File: src/rtl/vsm_pkg.sv
// Shared definitions for the VSM sequencer: opcodes, FSM states and the
// control-word layout produced by the decoder.
package vsm_pkg;

  // Opcode field values (instruction bits [7:4]). Values 8..F are unused
  // and execute as NOP, so these are plain constants rather than an enum.
  localparam logic [3:0] OP_NOP  = 4'h0;
  localparam logic [3:0] OP_LDA  = 4'h1;
  localparam logic [3:0] OP_LDB  = 4'h2;
  localparam logic [3:0] OP_ADD  = 4'h3;
  localparam logic [3:0] OP_SUB  = 4'h4;
  localparam logic [3:0] OP_JMP  = 4'h5;
  localparam logic [3:0] OP_JC   = 4'h6;
  localparam logic [3:0] OP_HALT = 4'h7;

  localparam int unsigned PC_W    = 4;
  localparam int unsigned INSTR_W = 8;

  // Sequencer states: every instruction is FETCH then EXEC; HALT is sticky.
  typedef enum logic [1:0] {
    S_FETCH = 2'd0,
    S_EXEC  = 2'd1,
    S_HALT  = 2'd2
  } state_t;

  // How the program counter moves at the closing edge of the current cycle.
  typedef enum logic [1:0] {
    PC_HOLD = 2'd0,
    PC_INC  = 2'd1,
    PC_JUMP = 2'd2
  } pc_sel_t;

  // Datapath control word driven towards the arithmetic unit and registers.
  typedef struct packed {
    logic add_sub;
    logic en_alu;
    logic en_imm;
    logic load_a;
    logic load_b;
  } ctrl_t;

  localparam ctrl_t CTRL_IDLE = '0;

  // Extract the opcode field of an instruction word.
  function automatic logic [3:0] opcode_of(input logic [INSTR_W-1:0] word);
    return word[7:4];
  endfunction

endpackage

File: src/rtl/vsm_decode.sv
// Purely combinational opcode decoder: turns the latched instruction and the
// current state into datapath controls and sequencing requests.
import vsm_pkg::*;

module vsm_decode (
  input  state_t             state,
  input  logic [INSTR_W-1:0] ir,
  input  logic               carry_flag,
  output ctrl_t              ctrl,
  output pc_sel_t            pc_sel,
  output logic               upd_carry,
  output logic               go_halt
);

  logic [3:0] opcode;

  assign opcode = opcode_of(ir);

  // Decode controls; only EXEC produces any activity, FETCH/HALT stay idle.
  always_comb begin
    // NOTE: every output gets a default first so no path through the case
    // leaves a signal unassigned, which would otherwise infer a latch.
    ctrl      = CTRL_IDLE;
    pc_sel    = PC_HOLD;
    upd_carry = 1'b0;
    go_halt   = 1'b0;

    if (state == S_EXEC) begin
      pc_sel = PC_INC;
      case (opcode)
        OP_LDA: begin
          ctrl.en_imm = 1'b1;
          ctrl.load_a = 1'b1;
        end
        OP_LDB: begin
          ctrl.en_imm = 1'b1;
          ctrl.load_b = 1'b1;
        end
        OP_ADD: begin
          ctrl.en_alu = 1'b1;
          ctrl.load_a = 1'b1;
          upd_carry   = 1'b1;
        end
        OP_SUB: begin
          ctrl.add_sub = 1'b1;
          ctrl.en_alu  = 1'b1;
          ctrl.load_a  = 1'b1;
          upd_carry    = 1'b1;
        end
        OP_JMP: pc_sel = PC_JUMP;
        OP_JC:  pc_sel = carry_flag ? PC_JUMP : PC_INC;
        OP_HALT: begin
          pc_sel  = PC_HOLD;
          go_halt = 1'b1;
        end
        // OP_NOP and the unused opcodes 8..F just advance the PC.
        default: pc_sel = PC_INC;
      endcase
    end
  end

endmodule

File: src/rtl/vsm_sequencer.sv
// Two-cycle fetch/execute sequencer for a 4-bit accumulator machine. Holds the
// FSM state, program counter, instruction register and carry flag; all
// outputs derive from registered state, never directly from Instr or Carry.
import vsm_pkg::*;

module vsm_sequencer (
  input  logic               Clock,
  input  logic               Reset,
  input  logic [INSTR_W-1:0] Instr,
  input  logic               Carry,
  output logic [PC_W-1:0]    Pc,
  output logic               AddSub,
  output logic               EnableAlu,
  output logic               EnableImm,
  output logic [3:0]         ImmData,
  output logic               LoadA,
  output logic               LoadB,
  output logic               CarryFlag,
  output logic               Halted
);

  state_t             state;
  state_t             state_next;
  logic [PC_W-1:0]    pc_q;
  logic [INSTR_W-1:0] ir_q;
  logic               carry_flag_q;

  ctrl_t   dec_ctrl;
  pc_sel_t dec_pc_sel;
  logic    dec_upd_carry;
  logic    dec_go_halt;

  vsm_decode u_decode (
    .state      (state),
    .ir         (ir_q),
    .carry_flag (carry_flag_q),
    .ctrl       (dec_ctrl),
    .pc_sel     (dec_pc_sel),
    .upd_carry  (dec_upd_carry),
    .go_halt    (dec_go_halt)
  );

  // State register; a synchronous Reset returns to FETCH from any state.
  always_ff @(posedge Clock) begin
    // NOTE: sequential state uses non-blocking assignments so every register
    // samples the pre-edge values, independent of statement order.
    if (Reset) begin
      state <= S_FETCH;
    end else begin
      state <= state_next;
    end
  end

  // Next-state logic: FETCH always moves to EXEC, EXEC returns to FETCH unless
  // the instruction is HALT, and HALT is left only through Reset.
  always_comb begin
    state_next = state;
    case (state)
      S_FETCH: state_next = S_EXEC;
      S_EXEC:  state_next = dec_go_halt ? S_HALT : S_FETCH;
      S_HALT:  state_next = S_HALT;
      default: state_next = S_FETCH;
    endcase
  end

  // Architectural registers: IR captures in FETCH, PC and carry flag update
  // at the end of EXEC. Reset wins over any pending EXEC update.
  always_ff @(posedge Clock) begin
    if (Reset) begin
      pc_q         <= '0;
      ir_q         <= '0;
      carry_flag_q <= 1'b0;
    end else begin
      if (state == S_FETCH) begin
        ir_q <= Instr;
      end
      if (dec_upd_carry) begin
        carry_flag_q <= Carry;
      end
      case (dec_pc_sel)
        PC_INC:  pc_q <= pc_q + 4'd1;  // 4-bit add wraps 15 -> 0
        PC_JUMP: pc_q <= ir_q[3:0];
        default: pc_q <= pc_q;
      endcase
    end
  end

  // Controls are forced idle while Reset is high so an interrupted EXEC
  // cannot load A/B in the reset cycle.
  always_comb begin
    AddSub    = 1'b0;
    EnableAlu = 1'b0;
    EnableImm = 1'b0;
    LoadA     = 1'b0;
    LoadB     = 1'b0;
    Halted    = 1'b0;
    if (!Reset) begin
      AddSub    = dec_ctrl.add_sub;
      EnableAlu = dec_ctrl.en_alu;
      EnableImm = dec_ctrl.en_imm;
      LoadA     = dec_ctrl.load_a;
      LoadB     = dec_ctrl.load_b;
      Halted    = (state == S_HALT);
    end
  end

  assign Pc        = pc_q;
  assign ImmData   = ir_q[3:0];
  assign CarryFlag = carry_flag_q;

endmodule

File: config.mk
export PLATFORM = sky130hd
export DESIGN_NAME = vsm_sequencer
export DESIGN_NICKNAME = d
export VERILOG_FILES = /design/src/rtl/vsm_pkg.sv /design/src/rtl/vsm_decode.sv /design/src/rtl/vsm_sequencer.sv
export SDC_FILE = /design/constraint.sdc
export NUM_CORES = 1
export LEC_CHECK = 0
export ABC_AREA = 1
export CAP_MARGIN = 20
export CELL_PAD_IN_SITES_DETAIL_PLACEMENT = 1
export CELL_PAD_IN_SITES_GLOBAL_PLACEMENT = 2
export CORE_AREA = 2 2 63 65
export CTS_CLUSTER_DIAMETER = 40
export DETAILED_ROUTE_END_ITERATION = 10
export DIE_AREA = 0 0 65 67
export PLACE_DENSITY = 0.71
export SLEW_MARGIN = 20
export SYNTH_ARGS = -nofsm -noshare
export SYNTH_HDL_FRONTEND = slang
export SYNTH_HIERARCHICAL = 1
export SYNTH_SLANG_ARGS = --single-unit
File: constraint.sdc
create_clock -name Clock -period 2.2 [get_ports Clock]
set_clock_uncertainty 0.1 [all_clocks]
set_input_delay 0.22 -clock Clock [delete_from_list [all_inputs] [get_ports Clock]]
set_output_delay 0.22 -clock Clock [all_outputs]
set_load 0.05 [all_outputs]
# Word-level counts from Yosys, hierarchy flattened
# Index checks and enable logic that the tools add are counted.
[totals]
reg_bits = 15
latch_bits = 0
ramBits = 0
mem_bits_ro = 0
inputBits = 11
output_inout_bits = 15
wordCells = 42
memories = 0
[classes]
add_sub_neg = 1
mul = 0
div = 0
order_cmp = 0
eq_ne = 11
shift = 0
mux = 21
n_bitwise = 0
reduce_logical = 5
[op_table]
columns = ["operator", "count"]
rows = [
  ["$eq 4x3->1 const B", 4],
  ["$mux 1", 14],
  ["$pmux 2 s3", 2],
  ["$eq 4x2->1 const B", 2],
  ["$pmux 4 s2", 1],
  ["$mux 2", 3],
  ["$mux 5", 1],
  ["$add 4x1->4 const B", 1],
  ["$eq 2x1->1 const B", 2],
  ["$eq 2x2->1 const B", 2],
  ["$eq 4x1->1 const B", 1],
  ["$reduce_or 2->1", 2],
  ["$reduce_or 3->1", 1],
  ["$logic_not 2->1", 1],
  ["$reduce_bool 2->1", 1],
]

# Longest topological paths before layout
# Gate-level depths: netlist (run 1).
[logic_depth]
ltp_word = 5
mapped_depth = 10

# Modules after synthesis
# Netlist (run 1), hierarchy kept.
[by_module_without_submodules]
columns = ["mod", "n_inst", "cells_each", "area_each_um2", "seq_area_each_um2"]
rows = [
  ["vsm_sequencer", 1, 94, 691.9, 300.3],
  ["vsm_decode", 1, 29, 155.1, 0.0],
]

# Least setup slack after synthesis (run 1)
# OpenSTA, ideal clock, no wires.
[synth_path]
kind = "reg2out"
from = "reg state[1]"
to = "out Halted"
arrival_ns = 1.506
required_time_ns = 1.880
path_slack_ns = 0.374
path_stages_with_launch = 3
n_path_buf = 0
path_cell_list = "dfxtp_1 inv_1 nor3_1"
[synth_via]
elab_chain_len = 2
[synth_rtl]
columns = ["item", "line_no", "source"]
rows = [
  ["from (decl)", "vsm_sequencer.sv:22", "state_t state;"],
  ["from (signal assigned)", "vsm_sequencer.sv:50", "state <= state_next;"],
  ["$eq 2x2->1", "vsm_sequencer.sv:103", "Halted = (state == S_HALT);"],
  ["$mux 1", "vsm_sequencer.sv:97", "if (!Reset) begin"],
  ["to (decl)", "vsm_sequencer.sv:19", "output logic Halted"],
]
# No other way between the ends.

# Worst setup path after layout (run 1)
[layout_path]
from = "reg pc_q[0], in the netlist Pc[0]"
to = "out Pc[0]"
[layout_rtl]
columns = ["item", "line_no", "source"]
rows = [
  ["from (decl)", "vsm_sequencer.sv:24", "logic [PC_W-1:0] pc_q;"],
  ["from (signal assigned)", "vsm_sequencer.sv:81", "PC_INC: pc_q <= pc_q + 4'd1;"],
  ["from (signal assigned)", "vsm_sequencer.sv:82", "PC_JUMP: pc_q <= ir_q[3:0];"],
  ["from (signal assigned)", "vsm_sequencer.sv:83", "default: pc_q <= pc_q;"],
  ["to (decl)", "vsm_sequencer.sv:11", "output logic [PC_W-1:0] Pc,"],
]
# No word-level cell between the ends.

==> metrics.cfg, run 1 <==
[sta]
timing.final.crit_share = 0.8472
period_minus_slack_ns = 1.864
slew_viol_final = 0
worst_slew_pin_slew_ns = 0.5105
worst_slack_ns = 0.3361
finalSetupViolCount = 0
finalHoldViolCount = 0
fin_tns_setup_ns = 0
slew_headroom = 0.6586
rsz0062_at_grt = false
timing.fmax_mhz = 536.5

[floorplan]
die_w_um = 65
die_area_sq_um = 4355
die_h_um = 67
start_util = 0.2349
io_pins = 26
core_sq_um = 3606
std_cell_rows = 22

[yosys]
ys_ff_latch = 15
synthesis.area_sq_um = 847.1
syn-mean-instance-area_sq_um = 6.887
yosysSeqAreaShare = 0.3545
post_synth_num_cell_types = 21
synth_cells = 123
syn_nets = 136
yosysWarnings = 6

[clocking]
clk_latency_ns = 0.25
root_buffer = clkbuf_8
clk_pin_slew_ns = 0.07
cts_hold_buf = 0
cts_tree = yes
cts_buffers = 3
cts.htree.levels = 1
postCtsSetupBuffers = 0
post_cts_resized = 0
cts_sinks = 15
cts_buffer_depth = 2

[worst_setup_path]
cp.required_ns = 1.88
r2r_slack_ns = 0.53
critPathKind = reg2out
r2r_start = state[0]$_SDFF_PP0_
startpoint_type = register
worst_path_max_delay_cell = clkdlybuf4s50_1
critPathCaptureType = output pin
crit_fanout = 6
cp.depth = 1
cp_top_family = buffers and inverters
crit_buf_inv = 1
cp_cell_sequence = clkdlybuf4s50_1
reg2regPathDepth = 8
cpPeakStageDelay_ns = 0.85
worstSetupStartpoint = Pc[0]$_SDFFE_PP0P_
critPathArrivalTime_ns = 1.54

[status]
status = complete, no violations

[detailed_routing]
drt_iter0_markers = 33
drt-pass1-iter-count = 4
viasPerCell = 4.196
post_drt_wl_per_cell_um = 10.79
drc = 0
routed_wl_um = 2093
via_count = 814
ant_nets = 0

[finish]
drive_gt1_frac = 0.1507
multi_input_area_sq_um = 419.2
nFillCells = 465
num_antenna_cells = 0
syn2layout_area_growth_pct = 36.04
nets = 160
final_cell_mix = nand2_1 (28), inv_1 (19), clkdlybuf4s50_1 (19), dfxtp_1 (15), nand3_1 (13)
seqCellArea_sq_um = 300.3
layout_commonest_cell = nand2_1

[global_routing]
grt_first_pass_wirelength_um = 3760
grt-ovfl-total = 0
grt_pass1_vias = 857
antenna_found_initial = 0
grt_usage = 0.1123
grt_max_degree = 16

[hold_path]
hold_path_class = reg2reg
hold_depth = 2
min_from = ir_q[6]$_SDFFE_PP0N_

[placed_design]
gp_congestion = 0.7471
portBuffers = 25
place_ws_ns = 0.5334
place_hpwl_um = 1686

[power_and_ir_drop]
p_per_area_nw_per_um2 = 711.8
leakage_nw = 0.5309
peakVddDrop_mv = 0.2264

[job]
cap_violations = 0

cell type report:
| type | count | area share |
|---|---|---|
| multi-input combinational | 81 | 0.3637 |
| sequential | 15 | 0.2606 |
| timing repair buffer | 25 | 0.2150 |
| inverter | 21 | 0.06840 |
| tap | 48 | 0.05212 |
| clock buffer | 3 | 0.03583 |
| clock inverter | 1 | 0.004343 |
synthesized netlist by cell type, drive strengths merged:
master,number,share of area
nand2,31,0.15
inv,21,0.093
dfxtp,15,0.35
nand3,15,0.10
nor2,15,0.087
a21oi,8,0.047
buf,6,0.058
o21ai,4,0.024
ha,2,0.030
a21boi,1,0.013
nand3b,1,0.0089
nand4,1,0.0074
nor3,1,0.0059
o211ai,1,0.015
xor2,1,0.010
registers in the layout, summed over array words and instances (netlist names):
name	flops
CarryFlag	1
Pc	4
ir_q	8
state	2
final timing paths:
kind | endpoint
worst min register to register | ir_q[6]$_SDFFE_PP0N_
worst min-delay path | ir_q[6]$_SDFFE_PP0N_
worst max register to register | Pc[3]$_SDFFE_PP0P_
worst max-delay path | Pc[0]
where the power goes:
part           total (mW)  internal (mW)  switching [mW]  leakage [nW]
combinational       0.259         0.0921           0.167         0.382
clock               0.226          0.125           0.101        0.0255
sequential          0.335          0.301          0.0338         0.124
stage by stage:
| step | cell area [sq um] | utilization | total power, mW | instances | hold WS, ns |
|---|---|---|---|---|---|
| global placement | 1106 | 0.3067 | 0.5965 | 190 | 0.3777 |
| global route | 1152 | 0.3196 | 0.8735 | 194 | 0.4268 |
| CTS | 1152 | 0.3196 | 0.8296 | 194 | 0.3941 |
| finish | 1152 | 0.3196 | 0.8203 | 194 | 0.3890 |
| detailed placement | 1106 | 0.3067 | 0.6031 | 190 | 0.3835 |
| floorplan | 847.1 | - | 0.5202 | 123 | 0.2231 |
routing by layer:
| layer | vias to the layer above | part of all wire | GRT usage |
|---|---|---|---|
| li1 | 425 | - | - |
| met1 | 369 | 0.47 | 0.1274 |
| met2 | 16 | 0.48 | 0.2010 |
| met3 | 4 | 0.025 | 0.01520 |
| met4 | 0 | 0.023 | 0.06383 |
| met5 | - | 0 | 0 |
logic make-up after synthesis:
group,synth area share
AND/OR/NAND/NOR,0.3560
buffers and inverters,0.1507
XOR/XNOR,0.01034
flip-flops,0.3545
AO/OA/AOI/OAI,0.09897
adder cells (fa/ha/maj),0.02954
No activity file was read; power rests on OpenSTA's default activity.
==> run 2, diff against run 1 <==
Settings changed: CORE_AREA 2 2 63 65 to 2 2 67 69, DIE_AREA 0 0 65 67 to 0 0 69 71, PLACE_DENSITY 0.71 to 0.66.
Clock period 2.2 ns to 1.7 ns, I/O delays scaled along.
==> run 2 against run 1 <==
Net effect: combinational power is 37% higher; critical endpoint is now EnableAlu; register-to-register slack got worse by 0.35 ns; power increased by 33%; setup slack worse by 0.27 ns; critical path type unchanged; largest power group unchanged.
==> metrics.cfg, run 2 (synthesized netlist as in run 1, its figures left out) <==
[finish]
seqCellArea_sq_um = 306.5
layout_commonest_cell = nand2_1
syn2layout_area_growth_pct = 49.33
nFillCells = 532
drive_gt1_frac = 0.3467
largest_reg_flops = 8
final_cell_mix = nand2_1 (26), inv_1 (17), nand3_1 (13), buf_4 (12)
multi_input_area_sq_um = 446.7
fin_cells = 202
regMostFlops = ir_q
num_antenna_cells = 0
nets = 164

[global_routing]
antenna_found_initial = 0
grt_first_pass_wirelength_um = 3615
grt_max_degree = 16
grt_usage = 0.09259
grt-ovfl-total = 0
grt_pass1_vias = 789

[sta]
slew_viol_final = 0
rsz0062_at_grt = true
fin_tns_setup_ns = 0
finalHoldViolCount = 0
finalSetupViolCount = 0
worst_slew_pin_slew_ns = 0.2753
slew_headroom = 0.8162
period_minus_slack_ns = 1.634
timing.final.crit_share = 0.9611
timing.fmax_mhz = 612.0
worst_slack_ns = 0.06610

[worst_setup_path]
r2r_start = ir_q[6]$_SDFFE_PP0N_
critPathKind = reg2out
critPathCaptureType = output pin
worstSetupStartpoint = state[0]$_SDFF_PP0_
startpoint_type = register
cp.required_ns = 1.43
crit_fanout = 5
critPathArrivalTime_ns = 1.36

[floorplan]
die_w_um = 69
die_h_um = 71
io_pins = 26
std_cell_rows = 24
die_area_sq_um = 4899
core_sq_um = 4204
start_util = 0.2015

[detailed_routing]
met1_length_um = 927
drt-pass1-iter-count = 4
met2_length_um = 1028
top_layer = met4
routed_wl_um = 2075
via_count = 821
post_drt_wl_per_cell_um = 10.27
drc = 0
viasPerCell = 4.064
wl_met3_um = 62
drt_iter0_markers = 34
ant_nets = 0

[clocking]
cts_buffers = 3
cts_buffer_depth = 2
cts_hold_buf = 0
cts_sinks = 15
clk_latency_ns = 0.25
cts.htree.levels = 1
cts_tree = yes
clk_pin_slew_ns = 0.07
root_buffer = clkbuf_8

[placed_design]
place_hpwl_um = 1604
place_ws_ns = 0.06573
portBuffers = 25
placed_cells_incl_taps = 196
gp_congestion = 0.6585

[hold_path]
hold_path_class = in2reg
min_from = Instr[3]

[status]
status = complete, no violations

[power_and_ir_drop]
leakage_nw = 0.5778
peakVddDrop_mv = 0.2682
p_per_area_nw_per_um2 = 862.5

[job]
cap_violations = 0

run 2: stage by stage:
step	utilization	hold WS, ns	total power [mW]	area, sq um
2_1_floorplan	-	0.1731	0.6747	855.8
3_3_place_gp	0.2795	0.3784	0.7798	1175
3_5_place_dp	0.2795	0.3889	0.7842	1175
4_1_cts	0.2932	0.3507	1.086	1232
5_1_grt	0.3009	0.3820	1.160	1265
6_report	0.3009	0.3500	1.091	1265
run 2: worst max-delay path, stage by stage, from the launching register on:
cell and delay (ns):
dfxtp_2 0.34, inv_2 0.04, nor2_4 0.11, buf_6 0.12, nand3b_1 0.08, nand2_2 0.08, inv_1 0.05, nor2_2 0.14
buf_12 0.15
run 2: what timing repair did:
item / CTS / global route
gates resized for setup: 5 / 10
pin swaps: 0 / 5
gates cloned: 0 / 0
setup buffers: 0 / 2
setup endpoints to repair: 5 / 9
run 2: final cells by class:
type                    count  share of cell area
clock buffers               3             0.03264
clock inverters             1            0.003956
repair buffers             29              0.2542
flip-flops and latches     15              0.2423
well taps                  52             0.05143
inverters                  21             0.06231
multi-input cells          81              0.3531
run 2: path summary, 6_finish.rpt:
check	to	slack, ns	cells past startpoint
worst max-delay path	EnableAlu	0.07	8
worst min register to register	ir_q[1]$_SDFFE_PP0N_	0.40	2
worst max register to register	Pc[1]$_SDFFE_PP0P_	0.18	9
worst min-delay path	ir_q[3]$_SDFFE_PP0N_	0.35	3
run 2: power by group:
group          switching [mW]  total [mW]  internal [mW]
logic                   0.222       0.356          0.133
clock network           0.137       0.299          0.163
registers              0.0439       0.436          0.392
total                   0.403        1.09          0.688
run 2: routing by layer:
layer,up-vias,global-route usage
li1,432,-
met1,370,0.1111
met2,15,0.1517
met3,4,0.01852
met4,0,0.05882
met5,-,0
==> run 3, diff against run 2 <==
Settings changed: MAX_ROUTING_LAYER set to met4, PLACE_DENSITY 0.66 to 0.73, TNS_END_PERCENT set to 100.
==> run 3 against run 2 <==
Net effect: global-route usage up 0.52 points; combinational power barely moved; critical endpoint is now LoadB; flip-flop and latch count unchanged; highest routed layer unchanged; register-to-register slack worse by 0.02 ns; power fell by 0.21%.
==> metrics.cfg, run 3 (synthesized netlist as in run 1, its figures left out) <==
[status]
status = complete, no violations

[placed_design]
portBuffers = 25
place_hpwl_um = 1658
place_area_sq_um = 1167
gp_congestion = 0.7513
place_ws_ns = 0.05694

[floorplan]
die_w_um = 69
die_area_sq_um = 4899
std_cell_rows = 24
die_h_um = 71
core_sq_um = 4204
start_util = 0.2015
io_pins = 26

[worst_setup_path]
reg2regPathDepth = 8
critPathCaptureType = output pin
critPathKind = reg2out
cp.required_ns = 1.43
r2r_start = state[0]$_SDFF_PP0_
regToRegEndpoint = Pc[0]$_SDFFE_PP0P_
crit_fanout = 5
startpoint_type = register
r2r_slack_ns = 0.16
critPathArrivalTime_ns = 1.38

[sta]
rsz0062_at_grt = true
period_minus_slack_ns = 1.653
slew_viol_final = 0
finalHoldViolCount = 0
worst_slew_pin_slew_ns = 0.4118
fin_hold_ws_ns = 0.3498
worst_slack_ns = 0.04710
timing.final.crit_share = 0.9723
finalSetupViolCount = 0
slew_headroom = 0.7246
timing.fmax_mhz = 605.0

[finish]
nets = 162
final_cell_mix = nand2_1 (26), inv_1 (16), nand3_1 (13)
largest_reg_flops = 8
layout_commonest_cell = nand2_1
syn2layout_area_growth_pct = 48.74
drive_gt1_frac = 0.3446
design_area_sq_um = 1260
num_antenna_cells = 0
regMostFlops = ir_q

[global_routing]
antenna_found_initial = 0
grt_usage = 0.09782
grt_first_pass_wirelength_um = 3850
grt_pass1_vias = 829
grt_max_degree = 16
grt-ovfl-total = 0

[hold_path]
hold_depth = 3
hold_path_class = in2reg
min_to = ir_q[5]$_SDFFE_PP0N_
min_from = Instr[5]

[detailed_routing]
routed_wl_um = 2055
drt_iter0_markers = 12
ant_nets = 0
drt-pass1-iter-count = 2
post_drt_wl_per_cell_um = 10.28
viasPerCell = 4.080
drc = 0
via_count = 816

[power_and_ir_drop]
p_int_uw = 687.4
p_per_area_nw_per_um2 = 864.1
power.share.clock = 0.274
leakage_nw = 0.5639
p_sw_frac = 0.3686
power_frac_seq = 0.401
p_sw_uw = 401.3
comb_power_share = 0.325
peakVddDrop_mv = 0.3644

[clocking]
cts_hold_buf = 0
cts_tree = yes
cts_buffer_depth = 2
cts_sinks = 15
cts.htree.levels = 1
root_buffer = clkbuf_8
clk_latency_ns = 0.25
clk_pin_slew_ns = 0.07
cts_buffers = 3

[job]
cap_violations = 0

[run 3: power by group through the flow]
stage / clock network [mW] / logic, mW / registers (mW)
2_1_floorplan: 0 / 0.197 / 0.478
3_3_place_gp: 0 / 0.337 / 0.440
3_5_place_dp: 0 / 0.343 / 0.442
4_1_cts: 0.309 / 0.347 / 0.434
5_1_grt: 0.330 / 0.390 / 0.445
6_report: 0.299 / 0.354 / 0.436
[run 3: per-layer routing]
layer  vias to the layer above  global-route usage  share of wire
li1                        428                   -              -
met3                         4             0.02422          0.039
met4                         0             0.02614          0.010
met2                        19              0.1560           0.45
met1                       365              0.1239           0.50
met5                         -                   -              0
[run 3: how the worst max path moves through the flow]
stage | slack, ns | start | cells past startpoint | to
finish | 0.05 | state[0]$_SDFF_PP0_ | 8 | LoadB
global placement | 0.11 | state[0]$_SDFF_PP0_ | 9 | Pc[1]$_SDFFE_PP0P_
floorplan | 0.03 | state[0]$_SDFF_PP0_ | 6 | EnableImm
detailed placement | 0.06 | state[0]$_SDFF_PP0_ | 9 | Pc[1]$_SDFFE_PP0P_
global route | -0.05 | state[0]$_SDFF_PP0_ | 8 | LoadA
CTS | 0.008 | state[0]$_SDFF_PP0_ | 8 | EnableAlu
[run 3: stage by stage]
stage               TNS (ns)  cells    util  total power [mW]
floorplan                  0    123       -            0.6747
global placement           0    195  0.2777            0.7766
detailed placement         0    195  0.2777            0.7849
CTS                        0    199  0.2926             1.090
global route         -0.2447    200  0.2997             1.165
finish                     0    200  0.2997             1.089
[run 3: area by class of cell]
cell class | count | area, sq um
timing repair buffer | 27 | 306.5
fill | 527 | 2944
tap | 52 | 65.06
clock inverter | 1 | 7.507
inverter | 21 | 81.33
multi-input combinational | 81 | 451.7
clock buffer | 3 | 41.29
sequential | 15 | 306.5
[run 3: repair_timing]
action	CTS	global route
pin swaps	0	6
gates resized for setup	6	12
setup buffers	0	1
setup endpoints to repair	5	9
[run 3: worst max-delay path, stage by stage (launching register included)]
cell and delay (ns):
dfxtp_2 0.35, inv_2 0.05, nor2_4 0.11, buf_6 0.12, nand2_2 0.05, nor2_1 0.09
inv_1 0.05, nor2_2 0.15, buf_12 0.16
